## src/rtl/trace_capture_buffer.sv

```systemverilog
// Circular instruction-trace recorder. It records retired (PC, instr) pairs
// while armed. On a trigger it records POST_TRIG more entries, then freezes
// so software can read a window around the trigger. Readback is registered.
module trace_capture_buffer #(
  parameter int TRACE_DEPTH    = 64,
  parameter int TRACE_PTR_BITS = $clog2(TRACE_DEPTH),
  parameter int POST_TRIG      = 32
) (
  input  logic                      clk_i,
  input  logic                      rst_ni,
  input  logic                      retire_valid_i,
  input  logic [31:0]               retire_pc_i,
  input  logic [31:0]               retire_instr_i,
  input  logic                      arm_i,
  input  logic                      stop_i,
  input  logic                      sw_trig_i,
  input  logic                      trig_pc_en_i,
  input  logic [31:0]               trig_pc_i,
  input  logic [TRACE_PTR_BITS-1:0] rd_addr_i,
  output logic                      triggered_o,
  output logic [TRACE_PTR_BITS-1:0] wr_ptr_o,
  output logic                      wrapped_o,
  output logic [TRACE_PTR_BITS-1:0] trig_idx_o,
  output logic [1:0]                state_o,
  output logic [31:0]               rd_pc_o,
  output logic [31:0]               rd_instr_o
);

  localparam logic [1:0] S_IDLE  = 2'd0;
  localparam logic [1:0] S_ARMED = 2'd1;
  localparam logic [1:0] S_POST  = 2'd2;
  localparam logic [1:0] S_DONE  = 2'd3;

  localparam logic [TRACE_PTR_BITS-1:0] PTR_MAX   = '1;
  localparam logic [TRACE_PTR_BITS-1:0] POST_INIT = TRACE_PTR_BITS'(POST_TRIG);
  localparam logic [TRACE_PTR_BITS-1:0] CNT_ONE   = TRACE_PTR_BITS'(1);

  logic [1:0]                state_q, state_d;
  logic [TRACE_PTR_BITS-1:0] wr_ptr_q, wr_ptr_d;
  logic                      wrapped_q, wrapped_d;
  logic [TRACE_PTR_BITS-1:0] trig_idx_q, trig_idx_d;
  logic                      triggered_q, triggered_d;
  logic [TRACE_PTR_BITS-1:0] post_cnt_q, post_cnt_d;
  logic [31:0]               rd_pc_q, rd_pc_d;
  logic [31:0]               rd_instr_q, rd_instr_d;

  logic [31:0] mem_pc_q    [TRACE_DEPTH];
  logic [31:0] mem_instr_q [TRACE_DEPTH];

  logic we;
  logic trig;

  assign trig = sw_trig_i |
                (trig_pc_en_i & retire_valid_i & (retire_pc_i == trig_pc_i));

  // Control: stop beats arm beats trigger; writes only in ARMED/POST.
  always_comb begin
    state_d     = state_q;
    wr_ptr_d    = wr_ptr_q;
    wrapped_d   = wrapped_q;
    trig_idx_d  = trig_idx_q;
    triggered_d = triggered_q;
    post_cnt_d  = post_cnt_q;
    we          = 1'b0;
    if (stop_i) begin
      state_d     = S_IDLE;
      triggered_d = 1'b0;
    end else if (arm_i) begin
      state_d     = S_ARMED;
      wr_ptr_d    = '0;
      wrapped_d   = 1'b0;
      triggered_d = 1'b0;
      post_cnt_d  = '0;
    end else begin
      case (state_q)
        S_ARMED: begin
          if (retire_valid_i) begin
            we       = 1'b1;
            wr_ptr_d = wr_ptr_q + 1'b1;
            if (wr_ptr_q == PTR_MAX) wrapped_d = 1'b1;
          end
          if (trig) begin
            // Trigger slot is the one being (or about to be) written.
            trig_idx_d = wr_ptr_q;
            if (POST_TRIG == 0) begin
              state_d     = S_DONE;
              triggered_d = 1'b1;
            end else begin
              state_d    = S_POST;
              post_cnt_d = POST_INIT;
            end
          end
        end
        S_POST: begin
          if (retire_valid_i) begin
            we         = 1'b1;
            wr_ptr_d   = wr_ptr_q + 1'b1;
            post_cnt_d = post_cnt_q - 1'b1;
            if (wr_ptr_q == PTR_MAX) wrapped_d = 1'b1;
            if (post_cnt_q == CNT_ONE) begin
              state_d     = S_DONE;
              triggered_d = 1'b1;
            end
          end
        end
        default: ;
      endcase
    end
  end

  // Readback mux: the array is sampled before this cycle's write lands.
  always_comb begin
    rd_pc_d    = mem_pc_q[rd_addr_i];
    rd_instr_d = mem_instr_q[rd_addr_i];
  end

  // Control and readback registers.
  always_ff @(posedge clk_i or negedge rst_ni) begin
    if (!rst_ni) begin
      state_q     <= S_IDLE;
      wr_ptr_q    <= '0;
      wrapped_q   <= 1'b0;
      trig_idx_q  <= '0;
      triggered_q <= 1'b0;
      post_cnt_q  <= '0;
      rd_pc_q     <= '0;
      rd_instr_q  <= '0;
    end else begin
      state_q     <= state_d;
      wr_ptr_q    <= wr_ptr_d;
      wrapped_q   <= wrapped_d;
      trig_idx_q  <= trig_idx_d;
      triggered_q <= triggered_d;
      post_cnt_q  <= post_cnt_d;
      rd_pc_q     <= rd_pc_d;
      rd_instr_q  <= rd_instr_d;
    end
  end

  // Trace storage: not reset, contents only meaningful once written.
  always_ff @(posedge clk_i) begin
    if (we) begin
      mem_pc_q[wr_ptr_q]    <= retire_pc_i;
      mem_instr_q[wr_ptr_q] <= retire_instr_i;
    end
  end

  assign triggered_o = triggered_q;
  assign wr_ptr_o    = wr_ptr_q;
  assign wrapped_o   = wrapped_q;
  assign trig_idx_o  = trig_idx_q;
  assign state_o     = state_q;
  assign rd_pc_o     = rd_pc_q;
  assign rd_instr_o  = rd_instr_q;

endmodule

```

## config.mk

```make
export PLATFORM = sky130hd
export DESIGN_NAME = trace_capture_buffer
export DESIGN_NICKNAME = d
export VERILOG_FILES = /design/src/rtl/trace_capture_buffer.sv
export SDC_FILE = /design/constraint.sdc
export NUM_CORES = 2
export LEC_CHECK = 0
export CELL_PAD_IN_SITES_DETAIL_PLACEMENT = 2
export CELL_PAD_IN_SITES_GLOBAL_PLACEMENT = 2
export CORE_AREA = 2 2 393 785
export DETAILED_ROUTE_END_ITERATION = 10
export DIE_AREA = 0 0 395 787
export PLACE_DENSITY_LB_ADDON = 0.25
export SLEW_MARGIN = 25
export SYNTH_ARGS = -nofsm -noshare
export SYNTH_HDL_FRONTEND = slang
export SYNTH_SLANG_ARGS = --single-unit
export TNS_END_PERCENT = 30
```

## constraint.sdc

```tcl
create_clock -name clk_i -period 5.65 [get_ports clk_i]
set_input_delay 1.13 -clock clk_i [delete_from_list [all_inputs] [get_ports clk_i]]
set_output_delay 1.13 -clock clk_i [all_outputs]
set_load 0.02 [all_outputs]
```

==> results of run 1 <==
==> cells by family after synthesis <==
family                   count (synthesis)  share of synthesized area [%]
flip-flops                            4182                           79.2
multiplexers                          1289                           18.3
buffers and inverters                  335                          0.889
AND/OR/NAND/NOR                        220                          0.614
AO/OA/AOI/OAI                          154                          0.724
XOR/XNOR                                35                          0.194
adder cells (fa/ha/maj)                  5                         0.0396
==> metrics by stage <==
| step | instances | cell area (um2) | setup WS (ps) | hold slack [ps] |
|---|---|---|---|---|
| floorplan | 6220 | 158000 | 461 | 482 |
| global placement | 10447 | 167000 | 708 | 495 |
==> cell usage after synthesis (all sizes together), types with 2 or more instances <==
cell	count	area [um2]
inv	10	37.5
o21bai	2	15.0
or3	2	12.5
buf	138	666
ha	5	62.6
nor2b	7	43.8
o21ai	4	20.0
edfxtp	4096	123000
a22oi	128	961
nor2	81	304
nor4	12	75.1
nor3	7	35.0
a21oi	6	30.0
o21a	2	15.0
nand2b	3	18.8
dfrtp	86	2150
o211a	2	20.0
o2bb2ai	2	17.5
mux4	1280	28800
or3b	2	17.5
nand4	5	31.3
o22ai	2	12.5
nand3	7	35.0
and2	2	12.5
nand2	81	304
xor2	35	307
clkbuf	187	702
and3	4	25.0
nand3b	4	30.0
mux2	9	101
==> metrics.txt, run 1 <==
post-synthesis async set-or-reset flop share=2.06%; number of synthesized flops with an enable pin=4096; Buffers on Ports=188; Final HPWL DP=337000 um; gpl congestion=0.802; sequential share of the synthesized area=79.2%; count of cell types in the netlist=42; post-synthesis average cell area=25.4 um2; DIE WIDTH=395 um; Ports=189; ys flop type=edfxtp_1; area of the mapped netlist=158000 um2; Yosys Warn Count=0; Mapped Cells=6220; Post-Syn Nets=6334; run status=did not finish; synthesis-stage register bit count=4182; Last stage=detailed placement; Error=[ERROR DPL-0033] detailed placement checks failed during check placement.; number of cell rows=287; Die Y=787 um; initial core utilization=51.8%
==> run 2: changes to the inputs <==
Settings changed: CELL_PAD_IN_SITES_DETAIL_PLACEMENT 2 to default, CELL_PAD_IN_SITES_GLOBAL_PLACEMENT 2 to default, CORE_AREA 2 2 393 785 to 2 2 632 634, DIE_AREA 0 0 395 787 to 0 0 634 636, PLACE_DENSITY_LB_ADDON 0.25 to 0.15.
==> metrics.txt, run 2 <==
Die Y=636 um; Gate power share=5.0%; number of synthesized flops with an enable pin=4096; ys flop type=edfxtp_1; gpl congestion=0.767; MaxCap Viol Count=0; cts bufs inserted=436; buffer count from post-CTS setup fixing=0; fmax=256 MHz; Via Count=73157; Tmin final=3900 ps; quantity of gates resized following cts=0; Ports=189; run status=completed; Sw Share=21.2%; final core occ=46.3%; GR Util met3=3.18%; synth top area cells=edfxtp_1 78%, mux4_2 18%, dfrtp_1 1.4%; synthesis-stage register bit count=4182; Hold Violations, Final=0; worst hold path class=input port to async pin; DR DRC count=0; initial antenna violation count=24; Starting DRT DRC Count=8628; Largest regs=mem_instr_q: 2048 flops, mem_pc_q: 2048 flops; worst-skew pair later-pin latency=990 ps; final WL=446000 um; unrepaired setup endpoints after global routing=no; Sequential Power Share=51.8%; DIE WIDTH=634 um; Int Pwr=52100 uW; Final Max Slew Viols=0; drt first pass iters=5; Buffers on Ports=188; Clk pwr share=43.2%; clock sinks=4182; kind of critical path=flip-flop to flip-flop; total gr overflow=0; CP Capture Type=flip-flop; Root Buffer=clkbuf_16; Die ar.=403000 um2; worst path bufs/invs=2; most common cell in the netlist=edfxtp_1; top cell type's share of synthesized area=77.9%; Via density=5.84; initial core utilization=39.8%; CP max FO=21; count of cell types in the netlist=42; layout cell share with drive strength beyond 1=33.4%; CTS tree=built; slowest CP cell=nor2_4; Mapped Cells=6220; met2 Use GR=36.1%; Synth top cells by count=4096 x edfxtp_1, 1280 x mux4_2, 187 x clkbuf_1, 128 x a22oi_1, 100 x buf_2; Hold Buf Count CTS=0; Syn-to-layout area delta=16.4%; Worst Tran Pin Value=1030 ps; CP delay by family, top=simple AND/OR/NAND/NOR gates; Total GRT Usage=22.0%; Routed WL per cell=35.6 um; sequential share of the synthesized area=79.2%; Final HPWL DP=247000 um; H-tree Lvls=5; area of the mapped netlist=158000 um2; Lkg Pwr=0.0570 uW; worst IR drop on VDD=0.290 mV; post-synthesis average cell area=25.4 um2; number of cell rows=232; first-pass GRT wire length=613000 um; Worst Skew=71.3 ps; ANT nets after route=0; met1 Use GR=31.7%; Post-Syn Nets=6334; Startpoint Class=flip-flop; Switch Pwr=14000 uW; area of the core=397000 um2; Fin Setup TNS=0 ps; crit-path max cell delay=920 ps; worst path cell trace=inv_1 -> nor2_1 -> nand2_1 -> nor2_4 -> buf_12; Max clock buf depth=4; vias in the first global route=74560; Synth area leader=edfxtp_1; largest net degree at the start of global routing=69; worst endpoint required time=6300 ps; post-synthesis async set-or-reset flop share=2.06%; Nets=6991; PD cells=360 nW/um2; Final setup viols=0; commonest non-fill, non-tap cells in the layout=4096 x edfxtp_1, 1280 x mux4_2, 445 x clkbuf_16, 246 x buf_4, 128 x a22oi_1; Final Cycle Share=69.1%; GR peak layer=met2; commonest non-fill, non-tap cell in the layout=edfxtp_1; crit path DAT=4560 ps; relative slew slack=31.4%; Yosys Warn Count=0; Clock transition at path regs=60 ps
run 2: cell counts after synthesis:
No cell type changed its count.
run 2: metal layers:
metal  wire length, um  share of wire [%]
met1            189000                 42
met2            220000                 49
met3             28700                6.4
met4              7960                1.8
met5                 0                  0
run 2: final cells by class:
type / count / area [um2]
clock inverter: 242 / 2440
sequential: 4182 / 125000
antenna: 3 / 7.51
inverter: 10 / 37.5
multi-input combinational: 1703 / 32000
timing repair buffer: 544 / 5880
tap: 5265 / 6590
clock buffer: 570 / 11800
fill: 32475 / 213000
run 2: cells by family (layout without fill, tap and decap cells):
kind of cell,after synthesis,in the layout,share of synthesized area (%)
multiplexers,1289,1289,18.3
flip-flops,4182,4182,79.2
adder cells (fa/ha/maj),5,5,0.0396
XOR/XNOR,35,35,0.194
buffers and inverters,335,1366,0.889
AO/OA/AOI/OAI,154,154,0.724
other,0,3,0
AND/OR/NAND/NOR,220,220,0.614
run 2: worst paths after layout:
| check | start | to | slack (ps) | depth (start not counted) |
|---|---|---|---|---|
| setup reg to reg | wr_ptr_o[2]$_DFFE_PN0P_ | mem_instr_q[61][10]$_DFFE_PP_ | 1750 | 5 |
| min in group clk_i | trig_idx_o[4]$_DFFE_PN0P_ | trig_idx_o[4]$_DFFE_PN0P_ | 520 | 1 |
| setup / recovery | wr_ptr_o[2]$_DFFE_PN0P_ | mem_instr_q[61][10]$_DFFE_PP_ | 1750 | 5 |
| hold reg to reg | trig_idx_o[4]$_DFFE_PN0P_ | trig_idx_o[4]$_DFFE_PN0P_ | 520 | 1 |
| max in group asynchronous | rst_ni | rd_instr_o[10]$_DFF_PN0_ | 4290 | 2 |
| hold / removal | rst_ni | rd_pc_o[18]$_DFF_PN0_ | 60 | 1 |
run 2: power groups by stage:
| stage | Sequential [uW] | Clock (uW) | Combinational, uW |
|---|---|---|---|
| final | 34300 | 28600 | 3300 |
| after global routing | 34300 | 30300 | 3510 |
| after CTS | 34300 | 29100 | 3380 |
| after detailed placement | 34900 | 0 | 3370 |
| after global placement | 34900 | 0 | 3320 |
| after floorplan | 35000 | 0 | 1600 |
run 2: per-stage QoR:
stage	setup WS (ps)	cell area [um2]	cells	power [uW]	hold slack [ps]
5_1_grt	1710	184000	12518	68000	42.1
3_3_place_gp	914	169000	11699	38200	508
2_1_floorplan	461	158000	6220	36600	482
4_1_cts	1900	184000	12516	66800	13.9
6_report	1750	184000	12519	66100	62.1
3_5_place_dp	849	170000	11704	38300	506
No activity file was read; power rests on OpenSTA's default activity.
